## config.mk

```make
export PLATFORM = sky130hd
export DESIGN_NAME = lb1_line_buf_flat
export DESIGN_NICKNAME = d
export VERILOG_FILES = /design/src/rtl/lb1_line_buf_if.sv /design/src/rtl/lb1_line_buf.sv /design/src/flat_wrapper.sv
export SDC_FILE = /design/constraint.sdc
export NUM_CORES = 1
export LEC_CHECK = 0
export ABC_CLOCK_PERIOD_IN_PS = 8600
export CORE_ASPECT_RATIO = 1.75
export CORE_MARGIN = 10
export CORE_UTILIZATION = 50
export CTS_CLUSTER_DIAMETER = 100
export DETAILED_ROUTE_END_ITERATION = 10
export MAX_ROUTING_LAYER = met4
export PLACE_DENSITY = 0.67
export SYNTH_ARGS = -nofsm -noshare
export SYNTH_HDL_FRONTEND = slang
export SYNTH_SLANG_ARGS = --single-unit
```

## constraint.sdc

```tcl
create_clock -name lb1_clk -period 8.6 [get_ports lb1_clk]
set_input_delay 2.15 -clock lb1_clk [delete_from_list [all_inputs] [get_ports lb1_clk]]
set_output_delay 2.15 -clock lb1_clk [all_outputs]
set_load 0.01 [all_outputs]
```

## src/rtl/lb1_line_buf_if.sv

```systemverilog
// Pixel stream bundle for the FCL1 line buffer: upstream pixel input, downstream
// pixel output with indices, and the frame status flags.
interface lb1_line_buf_if #(
    parameter int DATA_WIDTH       = 8,
    parameter int CNT_ROW_WIDTH    = 3,
    parameter int CNT_COLUMN_WIDTH = 2
);
    logic                        pxl_in_valid;
    logic [DATA_WIDTH-1:0]       pxl_in_data;
    logic                        pxl_in_ready;
    logic                        pxl_out_valid;
    logic [DATA_WIDTH-1:0]       pxl_out_data;
    logic                        pxl_out_ready;
    logic [CNT_ROW_WIDTH-1:0]    pxl_out_row;
    logic [CNT_COLUMN_WIDTH-1:0] pxl_out_col;
    logic                        pxl_out_last;
    logic                        lb_full_o;
    logic                        frame_done_o;

    // Stream source and sink side (drives pixels in, accepts pixels out)
    modport master (
        output pxl_in_valid, pxl_in_data, pxl_out_ready,
        input  pxl_in_ready, pxl_out_valid, pxl_out_data, pxl_out_row,
               pxl_out_col, pxl_out_last, lb_full_o, frame_done_o
    );

    // Line buffer side
    modport slave (
        input  pxl_in_valid, pxl_in_data, pxl_out_ready,
        output pxl_in_ready, pxl_out_valid, pxl_out_data, pxl_out_row,
               pxl_out_col, pxl_out_last, lb_full_o, frame_done_o
    );
endinterface

```

## src/rtl/lb1_line_buf.sv

```systemverilog
// Line buffer: captures one frame of pixels in row-inner order, then replays it
// in the same order to the FCL1 MAC stage with a valid/ready handshake.
module lb1_line_buf #(
    parameter int DATA_WIDTH       = 8,
    parameter int CNT_ROW_WIDTH    = 3,
    parameter int CNT_COLUMN_WIDTH = 2
) (
    input  logic            lb1_clk,
    input  logic            lb1_rst,
    lb1_line_buf_if.slave   bus
);
    localparam int ADDR_WIDTH = CNT_ROW_WIDTH + CNT_COLUMN_WIDTH;
    localparam int DEPTH      = 1 << ADDR_WIDTH;

    typedef enum logic {FILL, DRAIN} state_t;

    state_t                      state_reg;
    logic [CNT_ROW_WIDTH-1:0]    wr_row_reg;
    logic [CNT_COLUMN_WIDTH-1:0] wr_col_reg;
    logic                        out_valid_reg;
    logic [DATA_WIDTH-1:0]       out_data_reg;
    logic [CNT_ROW_WIDTH-1:0]    out_row_reg;
    logic [CNT_COLUMN_WIDTH-1:0] out_col_reg;
    logic                        out_last_reg;
    logic                        full_reg;
    logic                        done_reg;

    logic [DATA_WIDTH-1:0] mem [DEPTH];

    logic [ADDR_WIDTH-1:0] wr_addr;
    logic [ADDR_WIDTH-1:0] rd_next;
    logic [ADDR_WIDTH-1:0] rd_sel;
    logic [DATA_WIDTH-1:0] rd_word;
    logic                  in_accept;
    logic                  fill_last;
    logic                  out_hs;

    assign wr_addr   = {wr_col_reg, wr_row_reg};
    assign rd_next   = {out_col_reg, out_row_reg} + 1'b1;
    assign in_accept = bus.pxl_in_valid && (state_reg == FILL);
    assign fill_last = in_accept && (&wr_addr);
    assign out_hs    = out_valid_reg && bus.pxl_out_ready;

    // Entering DRAIN loads address 0; inside DRAIN the register advances one address
    assign rd_sel = (state_reg == FILL) ? '0 : rd_next;

    // Single-entry buffer: address 0 is still being written on the entry cycle
    assign rd_word = (state_reg == FILL && DEPTH == 1) ? bus.pxl_in_data : mem[rd_sel];

    always_ff @(posedge lb1_clk) begin
        if (!lb1_rst && in_accept) begin
            mem[wr_addr] <= bus.pxl_in_data;
        end
    end

    always_ff @(posedge lb1_clk) begin
        if (lb1_rst) begin
            state_reg     <= FILL;
            wr_row_reg    <= '0;
            wr_col_reg    <= '0;
            out_valid_reg <= 1'b0;
            out_data_reg  <= '0;
            out_row_reg   <= '0;
            out_col_reg   <= '0;
            out_last_reg  <= 1'b0;
            full_reg      <= 1'b0;
            done_reg      <= 1'b0;
        end else begin
            done_reg <= 1'b0;
            case (state_reg)
                FILL: begin
                    if (in_accept) begin
                        wr_row_reg <= wr_row_reg + 1'b1;
                        if (&wr_row_reg) begin
                            wr_col_reg <= wr_col_reg + 1'b1;
                        end
                    end
                    if (fill_last) begin
                        state_reg     <= DRAIN;
                        out_valid_reg <= 1'b1;
                        out_data_reg  <= rd_word;
                        out_row_reg   <= '0;
                        out_col_reg   <= '0;
                        out_last_reg  <= (DEPTH == 1);
                        full_reg      <= 1'b1;
                    end
                end
                DRAIN: begin
                    if (out_hs) begin
                        if (out_last_reg) begin
                            state_reg     <= FILL;
                            out_valid_reg <= 1'b0;
                            out_row_reg   <= '0;
                            out_col_reg   <= '0;
                            out_last_reg  <= 1'b0;
                            full_reg      <= 1'b0;
                            done_reg      <= 1'b1;
                        end else begin
                            out_data_reg <= rd_word;
                            out_row_reg  <= rd_next[CNT_ROW_WIDTH-1:0];
                            out_col_reg  <= rd_next[ADDR_WIDTH-1:CNT_ROW_WIDTH];
                            out_last_reg <= &rd_next;
                        end
                    end
                end
                default: state_reg <= FILL;
            endcase
        end
    end

    assign bus.pxl_in_ready  = (state_reg == FILL) && !lb1_rst;
    assign bus.pxl_out_valid = out_valid_reg;
    assign bus.pxl_out_data  = out_data_reg;
    assign bus.pxl_out_row   = out_row_reg;
    assign bus.pxl_out_col   = out_col_reg;
    assign bus.pxl_out_last  = out_last_reg;
    assign bus.lb_full_o     = full_reg;
    assign bus.frame_done_o  = done_reg;
endmodule
```

## src/flat_wrapper.sv

```systemverilog
// flat-port wrapper written by rule: the top's interface ports become plain ports
module lb1_line_buf_flat 
#(
    parameter int DATA_WIDTH       = 8,
    parameter int CNT_ROW_WIDTH    = 3,
    parameter int CNT_COLUMN_WIDTH = 2
)
  (lb1_clk, lb1_rst, bus_pxl_in_valid, bus_pxl_in_data, bus_pxl_out_ready, bus_pxl_in_ready, bus_pxl_out_valid, bus_pxl_out_data, bus_pxl_out_row, bus_pxl_out_col, bus_pxl_out_last, bus_lb_full_o, bus_frame_done_o);
  lb1_line_buf_if #(.DATA_WIDTH(DATA_WIDTH), .CNT_ROW_WIDTH(CNT_ROW_WIDTH), .CNT_COLUMN_WIDTH(CNT_COLUMN_WIDTH)) bus_i ();
  input  logic lb1_clk;
  input  logic lb1_rst;
  input wire logic [$bits(bus_i.pxl_in_valid)-1:0] bus_pxl_in_valid;
  input wire logic [$bits(bus_i.pxl_in_data)-1:0] bus_pxl_in_data;
  input wire logic [$bits(bus_i.pxl_out_ready)-1:0] bus_pxl_out_ready;
  output wire logic [$bits(bus_i.pxl_in_ready)-1:0] bus_pxl_in_ready;
  output wire logic [$bits(bus_i.pxl_out_valid)-1:0] bus_pxl_out_valid;
  output wire logic [$bits(bus_i.pxl_out_data)-1:0] bus_pxl_out_data;
  output wire logic [$bits(bus_i.pxl_out_row)-1:0] bus_pxl_out_row;
  output wire logic [$bits(bus_i.pxl_out_col)-1:0] bus_pxl_out_col;
  output wire logic [$bits(bus_i.pxl_out_last)-1:0] bus_pxl_out_last;
  output wire logic [$bits(bus_i.lb_full_o)-1:0] bus_lb_full_o;
  output wire logic [$bits(bus_i.frame_done_o)-1:0] bus_frame_done_o;
  assign bus_i.pxl_in_valid = bus_pxl_in_valid;
  assign bus_i.pxl_in_data = bus_pxl_in_data;
  assign bus_i.pxl_out_ready = bus_pxl_out_ready;
  assign bus_pxl_in_ready = bus_i.pxl_in_ready;
  assign bus_pxl_out_valid = bus_i.pxl_out_valid;
  assign bus_pxl_out_data = bus_i.pxl_out_data;
  assign bus_pxl_out_row = bus_i.pxl_out_row;
  assign bus_pxl_out_col = bus_i.pxl_out_col;
  assign bus_pxl_out_last = bus_i.pxl_out_last;
  assign bus_lb_full_o = bus_i.lb_full_o;
  assign bus_frame_done_o = bus_i.frame_done_o;
  lb1_line_buf #(.DATA_WIDTH(DATA_WIDTH), .CNT_ROW_WIDTH(CNT_ROW_WIDTH), .CNT_COLUMN_WIDTH(CNT_COLUMN_WIDTH)) u_core (.lb1_clk(lb1_clk), .lb1_rst(lb1_rst), .bus(bus_i));
endmodule
```

# == After elaboration in Yosys (flattened, before gate mapping) ==
# Memory sizes are Yosys's and may differ from the RTL's.
# Cells that the tools add are included.
# totals
elab_cells,61
romBits,0
mem_count,1
out_inout_bits,18
mem_bits_rw,256
latch_bits,0
in_bits,12
register_bits,22
# memory_table
memory,depth,width,read_ports,rd_ports_with_merged_regs,wr,line_no,text
u_core.mem,32,8,1,0,1,lb1_line_buf.sv:28,logic [DATA_WIDTH-1:0] mem [DEPTH];
# op_classes
shifts,0
add_sub_neg,3
n_mux,28
n_eq_ne,4
n_div,0
n_mul,0
reduce_logical,14
order_cmp,0
bitwise_logic,2
# op_table
operator,count
8-bit 2-to-1 mux,3
8-bit one-hot mux with 2 select lines,1
5-bit AND reduction,3
1-bit 2-to-1 mux,12
3-bit 2-to-1 mux,3
2-bit 2-to-1 mux,3
2-bit != test (second input constant),3
1-bit one-hot mux with 2 select lines,3
3-bit one-hot mux with 2 select lines,1
3-bit AND reduction,2
5-bit by 1-bit adder with 5-bit output (second input constant),1
1-bit logical AND,5
5-bit 2-to-1 mux,1
2-bit one-hot mux with 2 select lines,1
2-bit AND reduction,2
3-bit by 1-bit adder with 3-bit output (second input constant),1
3-bit OR reduction,1
2-bit by 1-bit adder with 2-bit output (second input constant),1
2-bit by 1-bit != test with 1-bit output (second input constant),1
1-bit NOT,2
1-bit logical NOT,1

# == Depth between registers and ports, before layout ==
# An unclocked memory read counts as a cell.
# depth
depth_word,6
depth_mapped,13
depth_no_buf,8

# == Worst setup path after synthesis ==
# No wires, ideal clock.
# synth_timing
path_type,input -> output
start,input lb1_rst
end,output bus_pxl_in_ready
t_required_ns,6.450
cell_stages,3
setup_slack_ns,3.648
arrival_ns,2.802
cell_sequence,clkbuf_1 > clkbuf_1 > nor2_1
# synth_between
elab_chain_len,2
# synth_lines
element,line_no,text
start: declaration,flat_wrapper.sv:11,input logic lb1_rst;
1-bit logical NOT,lb1_line_buf.sv:111,assign bus.pxl_in_ready = (state_reg == FILL) && !lb1_rst;
1-bit logical AND,lb1_line_buf.sv:111,
end: declaration,flat_wrapper.sv:15,output wire logic [$bits(bus_i.pxl_in_ready)-1:0] bus_pxl_in_ready;
# No other way between the ends.

# == Worst setup path after layout ==
# Same ends and word-level chain as after synthesis.

==> impl_metrics.py <==
metrics = {
    "global_route": {
        "gr-usage-met3_pct": 1.837,
        "grt_pass1_wl_um": 39680,
        "grt_remaining_overflow": 0,
        "grt.busiest_layer": "met2",
        "grt_max_degree": 67,
        "use_met1_pct": 19.84,
        "grt_pass1_vias": 6605,
        "antenna_found_initial": 0,
        "global_route.usage.met2_pct": 32.96,
        "grt_usage_pct": 18.18,
    },
    "clock_network": {
        "cts.sink_count": 278,
        "cts_root_buf": "clkbuf_16",
        "clk_latency_ps": 510,
        "htreeDepth": 1,
        "clk_path_buf_depth": 3,
        "cts_tree": "built",
        "cts-resized-gates": 0,
        "hold_buffers": 0,
        "cts_buffers": 24,
        "postCtsSetupRepairBufs": 0,
        "clk_pin_slew_ps": 60,
    },
    "floorplanning": {
        "placementRows": 72,
        "die_y_um": 218.5,
        "ioPinCount": 30,
        "initial_utilization_pct": 50.81,
        "dieArea_mm2": 0.02916,
        "core_mm2": 0.02216,
        "die_w_um": 133.4,
    },
    "layout": {
        "layout-drive-gt1-share_pct": 7.407,
        "final-seq-area_mm2": 0.008132,
        "multi_input_area_mm2": 0.002855,
        "antenna_cells": 0,
        "layout.cells.non_filler": 1133,
        "fillers": 1823,
        "fin_area_mm2": 0.01244,
        "top_register": "u_core.mem",
        "area_growth_pct": 10.46,
        "largest_register_ff_count": 256,
        "layout.nets": 841,
        "final_util_pct": 56.13,
    },
    "worst_setup_path": {
        "path_class": "input port to output port",
        "crit_required_ps": 6450,
        "worstRegToRegCells": 8,
        "critPathMaxFanout": 19,
        "reg2reg_slack_ps": 4930,
        "worst_ep_arrival_time_ps": 3660,
        "crit_path_start": "lb1_rst",
        "endpoint": "bus_pxl_in_ready",
        "rr_startpoint": "u_core.bus.pxl_out_row[0]",
        "reg2reg_to": "u_core.bus.pxl_out_data[1]",
        "endpoint_kind": "output port",
        "critPathLaunchType": "input port",
    },
    "sta": {
        "max_slew_margin_pct": 46.68,
        "finalWorstSetupSlack_ps": 2793,
        "hold_viol": 0,
        "finalSetupViolCount": 0,
        "min_period_over_period_pct": 67.53,
        "skew_ps": 9.012,
        "tightest_slew_ps": 799.8,
        "rsz0062_at_grt": "no",
        "timing.hold.ws_ps": 472.9,
        "final_max_slew_viol_count": 0,
        "clock.fmax_mhz": 172.2,
        "tns_ps": 0,
        "layout_min_cycle_time_ps": 5807,
    },
    "synth": {
        "yosysTopAreaCellShare_pct": 68.27,
        "synth.largest_area_cell": "edfxtp_1",
        "syn_area_per_cell_um2": 13.90,
        "syn_nets": 832,
        "yosys_warnings": 0,
        "yosys_most_used_dff": "edfxtp_1",
        "synth_edf_count": 256,
        "ys_async_sr_fraction_pct": 0,
        "netlist_top_cells_count": "edfxtp_1, nand2_1, nor2_1",
        "syn_inst": 810,
        "netlist_area_mm2": 0.01126,
        "synthTopCellsByArea": "edfxtp_1, nand2_1, dfxtp_1, mux2i_1, a311oi_1",
        "ys_types": 41,
        "synth_seq_cells": 278,
        "synth.most_common_cell": "edfxtp_1",
        "yosysSeqAreaShare_pct": 72.18,
    },
    "routing": {
        "vias": 6530,
        "wl_per_cell_um": 23.11,
        "routed_wl_um": 26190,
        "drt-initial-drc-count": 653,
        "vias_per_cell": 5.763,
        "route.detailed.drc": 0,
        "antenna_left": 0,
        "drt-pass1-iter-count": 7,
    },
    "outcome": {
        "outcome": "complete, no violations",
    },
    "power": {
        "power_mw": 2.512,
        "vdd_drop_max_mv": 0.1250,
        "p_leak_nw": 3.967,
        "powerDensity_mw_per_mm2": 201.9,
    },
    "min_path": {
        "hp-class": "register to register",
    },
    "placement": {
        "placed_cells": 1089,
        "portBuffers": 29,
        "placed_area_mm2": 0.01172,
        "gp_congestion": 0.9679,
        "pre_cts_slack_ps": 2792,
        "hpwl_um": 17010,
    },
    "run": {
        "maxCapViolations": 0,
    },
}
[cells by family (layout without fill, tap and decap cells)]
logic type,Yosys count,after routing,synth area share [%]
buf+inv,67,94,2.600
fa+ha+maj,10,10,1.111
xor+xnor,6,6,0.4667
mux,40,40,4.444
compound gates,132,132,8.389
flops,278,278,72.18
simple gates,277,277,10.81
[placed cells by master, fill, tap and decap left out, types with 5 or more instances in the layout]
cell type        netlist  routed
edfxtp_1             256     256
nand2_1              142     142
nor2_1                48      48
a21oi_1               39      39
nand3_1               38      38
mux2i_1               32      32
clkbuf_16              0      25
a211oi_1              24      24
a311oi_1              24      24
clkdlybuf4s50_1        0      22
dfxtp_1               22      21
nor2b_1               21      19
a221oi_1              14      14
inv_1                 13      13
ha_1                  10      10
mux4_2                 8       8
and3_1                 8       8
buf_4                  2       8
o31ai_1                7       7
o32a_1                 7       7
o21ai_1                7       7
buf_2                 27       7
clkbuf_1              15       6
clkinv_1               0       5
[per-layer routing]
metal | vias to the layer above | part of all wire [%] | routed length (µm)
met3 | 60 | 5.2 | 1364
met2 | 240 | 54 | 14160
li1 | 3051 | - | -
met1 | 3179 | 37 | 9642
met4 | 0 | 3.9 | 1015
met5 | - | 0 | 0
[layout make-up]
cell class / count / share of cell area [%]
well taps: 296 / 2.978
inverters: 13 / 0.3923
repair buffers: 37 / 2.535
clock buffers: 31 / 5.211
clock inverters: 13 / 0.5533
flip-flops and latches: 278 / 65.38
multi-input cells: 465 / 22.96
[report_power, final]
group          switching [mW]  total (mW)  internal, mW
Clock                   0.453       0.986         0.533
Combinational          0.0369      0.0446       0.00774
Sequential            0.00229        1.48          1.48
[worst max-delay path: stages]
cell,delay (ps)
clkdlybuf4s50_1,730
nor2_1,210
clkdlybuf4s50_1,570
[how the worst min path moves through the flow]
stage / depth (start not counted) / endpoint / slack (ps) / from
after CTS: 2 / u_core.bus.pxl_out_data[6] / 480 / u_core.bus.pxl_out_data[6]
after floorplan: 2 / u_core.bus.pxl_out_data[6] / 480 / u_core.bus.pxl_out_data[6]
final: 2 / u_core.bus.pxl_out_data[6] / 470 / u_core.bus.pxl_out_data[6]
after global placement: 2 / u_core.bus.pxl_out_data[6] / 470 / u_core.bus.pxl_out_data[6]
after detailed placement: 2 / u_core.bus.pxl_out_data[6] / 470 / u_core.bus.pxl_out_data[6]
after global routing: 2 / u_core.bus.pxl_out_data[6] / 520 / u_core.bus.pxl_out_data[6]
Note: power is estimated with default switching activity, not from simulation.
